File: config.mk
export PLATFORM = sky130hd
export DESIGN_NAME = serial_subtractor_flat
export DESIGN_NICKNAME = d
export VERILOG_FILES = /design/src/rtl/serial_subtractor_if.sv /design/src/rtl/serial_subtractor.sv /design/src/flat_wrapper.sv
export SDC_FILE = /design/constraint.sdc
export NUM_CORES = 1
export LEC_CHECK = 0
export ABC_AREA = 1
export CAP_MARGIN = 20
export CORE_UTILIZATION = 45
export DETAILED_ROUTE_END_ITERATION = 8
export PLACE_DENSITY_LB_ADDON = 0.08
export SLEW_MARGIN = 20
export SYNTH_ARGS = -nofsm -noshare
export SYNTH_HDL_FRONTEND = slang
export SYNTH_SLANG_ARGS = --single-unit
File: constraint.sdc
create_clock -name clk -period 1.4 [get_ports clk]
set_input_delay 0.28 -clock clk [delete_from_list [all_inputs] [get_ports clk]]
set_output_delay 0.28 -clock clk [all_outputs]
set_load 0.02 [all_outputs]
File: src/rtl/serial_subtractor_if.sv
// serial_subtractor_if: start/operand/result bundle between requester and serial subtractor
interface serial_subtractor_if #(parameter int WIDTH = 4);
  logic             start;
  logic [WIDTH-1:0] input_1;
  logic [WIDTH-1:0] input_2;
  logic             b_in;
  logic             busy;
  logic             done;
  logic [WIDTH-1:0] diff;
  logic [WIDTH:0]   borrow;
  modport master (output start, input_1, input_2, b_in, input busy, done, diff, borrow);
  modport slave  (input start, input_1, input_2, b_in, output busy, done, diff, borrow);
endinterface

File: src/rtl/serial_subtractor.sv
// serial_subtractor: bit-serial LSB-first subtractor, one bit per cycle, full borrow chain reported
module serial_subtractor #(
  parameter int WIDTH = 4
) (
  input logic             clk,
  input logic             rst_n,
  serial_subtractor_if.slave bus
);
  localparam int CW = (WIDTH > 1) ? $clog2(WIDTH) : 1;
  localparam int W1 = WIDTH - 1;
  localparam logic [CW-1:0] LAST = CW'(WIDTH - 1);
  localparam logic [1:0] IDLE = 2'd0, SHIFT = 2'd1, DONE = 2'd2;
  logic [1:0]       state;
  logic [CW-1:0]    cnt;
  logic [WIDTH-1:0] a_sr, b_sr;
  logic [W1-1:0]    d_acc, c_acc;
  logic             br0, br_cur;
  logic             accept, d_bit, br_next;
  assign accept  = bus.start && (state == IDLE || state == DONE);
  assign d_bit   = a_sr[0] ^ b_sr[0] ^ br_cur;
  assign br_next = (~a_sr[0] & b_sr[0]) | (~(a_sr[0] ^ b_sr[0]) & br_cur);
  assign bus.busy = state == SHIFT;
  assign bus.done = state == DONE;
  // partial difference/borrow bits collect in d_acc/c_acc; outputs load only on the final bit
  always_ff @(posedge clk or negedge rst_n) begin
    if (!rst_n) begin
      state      <= IDLE;
      cnt        <= '0;
      a_sr       <= '0;
      b_sr       <= '0;
      br0        <= 1'b0;
      br_cur     <= 1'b0;
      d_acc      <= '0;
      c_acc      <= '0;
      bus.diff   <= '0;
      bus.borrow <= '0;
    end else if (accept) begin
      state  <= SHIFT;
      cnt    <= '0;
      a_sr   <= bus.input_1;
      b_sr   <= bus.input_2;
      br0    <= bus.b_in;
      br_cur <= bus.b_in;
      d_acc  <= '0;
      c_acc  <= '0;
    end else if (state == SHIFT) begin
      a_sr   <= a_sr >> 1;
      b_sr   <= b_sr >> 1;
      br_cur <= br_next;
      d_acc  <= W1'({d_bit, d_acc} >> 1);
      c_acc  <= W1'({br_next, c_acc} >> 1);
      cnt    <= (cnt == LAST) ? '0 : cnt + 1'b1;
      if (cnt == LAST) begin
        state      <= DONE;
        bus.diff   <= {d_bit, d_acc};
        bus.borrow <= {br_next, c_acc, br0};
      end
    end else begin
      state <= IDLE;
    end
  end
endmodule
File: src/flat_wrapper.sv
// flat-port wrapper written by rule: the top's interface ports become plain ports
module serial_subtractor_flat 
#(
  parameter int WIDTH = 4
)
  (clk, rst_n, bus_start, bus_input_1, bus_input_2, bus_b_in, bus_busy, bus_done, bus_diff, bus_borrow);
  serial_subtractor_if #(.WIDTH(WIDTH)) bus_i ();
  input logic clk;
  input logic rst_n;
  input wire logic [$bits(bus_i.start)-1:0] bus_start;
  input wire logic [$bits(bus_i.input_1)-1:0] bus_input_1;
  input wire logic [$bits(bus_i.input_2)-1:0] bus_input_2;
  input wire logic [$bits(bus_i.b_in)-1:0] bus_b_in;
  output wire logic [$bits(bus_i.busy)-1:0] bus_busy;
  output wire logic [$bits(bus_i.done)-1:0] bus_done;
  output wire logic [$bits(bus_i.diff)-1:0] bus_diff;
  output wire logic [$bits(bus_i.borrow)-1:0] bus_borrow;
  assign bus_i.start = bus_start;
  assign bus_i.input_1 = bus_input_1;
  assign bus_i.input_2 = bus_input_2;
  assign bus_i.b_in = bus_b_in;
  assign bus_busy = bus_i.busy;
  assign bus_done = bus_i.done;
  assign bus_diff = bus_i.diff;
  assign bus_borrow = bus_i.borrow;
  serial_subtractor #(.WIDTH(WIDTH)) u_core (.clk(clk), .rst_n(rst_n), .bus(bus_i));
endmodule
==> impl_results.md <==
- Top delay family on crit path: flip-flops
- Commonest cells in the netlist: 58 x nand2_1, 29 x dfrtp_1, 21 x nand3_1
- Max FO, Critical Path: 2
- Fillers: roughly 240
- Worst rel slew slack: approximately 75%
- Initial Utilization: 49.2%
- Worst setup path class: reg2out
- First-pass GRT wire length: slightly above 4000 microns
- Antenna diodes: 0
- Finished Cell Area: about 0.0016 sq mm
- Psw: roughly 0.0015 W
- Antenna Nets Post-Route: 0
- Post-Syn Area: around 0.0013 sq mm
- Critical Path RT: between 1000 and 1500 ps
- Main synth FF type: dfrtp_1
- DRT iter0 DRCs: 22
- RSZ-0062 raised after global routing: no
- Syn avg cell area: between 9 and 10 sq um
- Final TNS setup: 0 ps
- Post-detail-place hpwl: roughly 1600 microns
- Via-to-Cell Ratio: around 4.9
- Max-Cap Viols: 0
- DRC Markers: 0
- Crit path DAT: a little over 1000 ps
- Final setup viols: 0
- DR WL/cell: about 12 microns
- Pin count of the biggest net entering global routing: 30
- Power consumption: 0.00359 W
- Count of pins over their slew limit: 0
- Worst-path cell chain: dlygate4sd2_1
- Initial antenna violation count: 0
- CTS buffer count: 5
- Hold slack: around 310 ps
- Core area: roughly 0.0026 sq mm
- Post-cts sizing count: 17
- Logic pwr share: 46.1%
- Part of the cycle the worst path needs: a little over nine tenths
- Async SR Flop Fraction: between 90% and 100%
- Internal Power: about 0.0021 W
- Root Buffer: clkbuf_4
- Slowest Stage Delay on Critical Path: slightly below 400 ps
- DIE AREA: about 0.0030 sq mm
- Most common cell in the synthesized netlist: nand2_1
- NumNets Final: 182
- Final hold vios: 0
- Post-CTS setup buffer count: 0
- Vias in the first global route: 913
- R2R Setup Slk: roughly 180 ps
- Clock insertion delay at the later pin of the skew report: ~320 ps
- FF+latch count, synth: 29
- Ports: 23
- Number of synthesized flops with an enable pin: 0
- CTS Hold Bufs: 0
- Slowest-stage cell, CP: dfrtp_1
- Startpoint Class: register
- Area taken by flip-flops and latches: between 700 and 800 sq um
- Rows: 18
- Clock share of power: 14.5%
- RD Place Congestion: ~0.73
- Max Root-Sink Buffers: 2
- Total iterations of the first detailed-routing run: 5
- Vias: 968
- Clock Pin Slew Worst Setup and Hold Paths: approximately 90 ps
- GRT Util Overall: 20.3%
- Leakage: around 0.85 nW
- Area Growth Syn to Fin: 26.3%
- VDD IR max: approximately 1500 uV
- Multi-input gate area: 463 sq um
- Die Height: approximately 55 microns
- Mapped Cells: between 100 and 150
- Total number of yosys warnings: 0
- DP Area: 0.00156 sq mm
- Sequential cell area fraction in the yosys report: a little under three fifths
- GR Overflow Total: 0
- Least-Margin Pin Slew: ~370 ps
- Switching part of the total: 41.0%
- Synth area leaders: dfrtp_1 57%, nand2_1 17%, nand3_1 8.3%
- Worst Setup End Kind: output port
- Share of cells above drive strength 1: between 10% and 20%
- Syn nets: 149
- Seq pwr share: between 30 and 40%
- WL final: 2420 microns
- Number of port buffers: 22
- Hold WC Path Type: in2async
- Number of distinct library cells after synthesis: 18
- Htree depth: 2
- Fmax: 761 MHz
- Setup Skew: between 6 and 7 ps
- TritonCTS clock tree: built
- WP buf/inv: 1
- Synth top area share: 57.5%
- Synth area leader: dfrtp_1
- Status: completed
- Cell area power density: about 2300 mW/mm^2
- CTS sink count: 29
- Period minus WS final: between 1000 and 1500 ps
- Chip Width: between 50 and 60 microns
state kept, by name (all words and copies together) (netlist names):
| name | flops |
|---|---|
| u_core.cnt | 2 |
| u_core.c_acc | 3 |
| u_core.bus.diff | 4 |
| u_core.b_sr | 4 |
| u_core.a_sr | 4 |
| u_core.state | 2 |
| u_core.br0 | 1 |
| u_core.br_cur | 1 |
| u_core.bus.borrow | 5 |
| u_core.d_acc | 3 |
layout by cell type (no fill, tap or decap):
cell type	n
buf_12	2
nor2_4	1
o21ai_2	2
dlygate4sd2_1	9
buf_2	1
fa_1	1
o21ai_0	2
clkbuf_1	1
clkbuf_8	1
inv_1	8
nor2_2	1
nand2_1	58
buf_4	6
dfrtp_1	29
nor2_1	1
clkdlybuf4s50_1	11
inv_2	1
nand3_1	21
clkbuf_4	5
nand2_2	3
ha_1	1
nor2_8	1
nand3_2	2
logic make-up (layout without fill, tap and decap cells):
family / count (synthesis) / in the layout / synth area share [%]
simple gates: 88 / 88 / 31.9
flops: 29 / 29 / 57.5
buf+inv: 12 / 45 / 5.85
compound gates: 4 / 4 / 2.18
fa+ha+maj: 2 / 2 / 2.58
path summary, 6_finish.rpt:
check,cells past startpoint,start,to
max in group asynchronous,2,rst_n,u_core.bus.borrow[1]
min in group clk,2,u_core.bus.borrow[4],u_core.bus.borrow[4]
hold / removal,2,rst_n,u_core.cnt[1]
hold reg to reg,2,u_core.bus.borrow[4],u_core.bus.borrow[4]
setup / recovery,1,u_core.bus.borrow[3],bus_borrow[3]
setup reg to reg,5,u_core.state[0],u_core.d_acc[1]
stage by stage:
step,cells,utilization (%),setup WS (ps)
6_report,198,62.1,86.5
5_1_grt,198,62.1,20.3
4_1_cts,198,62.0,63.0
3_5_place_dp,191,60.7,-27.4
3_3_place_gp,191,60.7,-2.00
2_1_floorplan,135,-,318
metal layers:
layer  track usage [%]  vias to the layer above  wire (microns)
met3              8.20                        5             131
met5                 0                        -               0
met1              27.1                      450            1140
li1                  -                      488               -
met4              7.50                        0              37
met2              29.7                       25            1110
final cells by class:
type / instances / area share (%)
multi-input cells: 94 / 29.0
flip-flops and latches: 29 / 45.5
clock buffers: 7 / 3.45
inverters: 9 / 2.12
well taps: 30 / 2.35
repair buffers: 29 / 17.5
power by group through the flow:
stage / Clock (W) / Combinational, W / Sequential (W)
detailed placement: 0 / 0.00177 / 0.00143
finish: 0.000522 / 0.00166 / 0.00141
global placement: 0 / 0.00173 / 0.00142
global route: 0.000571 / 0.00187 / 0.00146
CTS: 0.000534 / 0.00167 / 0.00141
floorplan: 0 / 0.00102 / 0.00155
(Power assumes the default switching activity.)
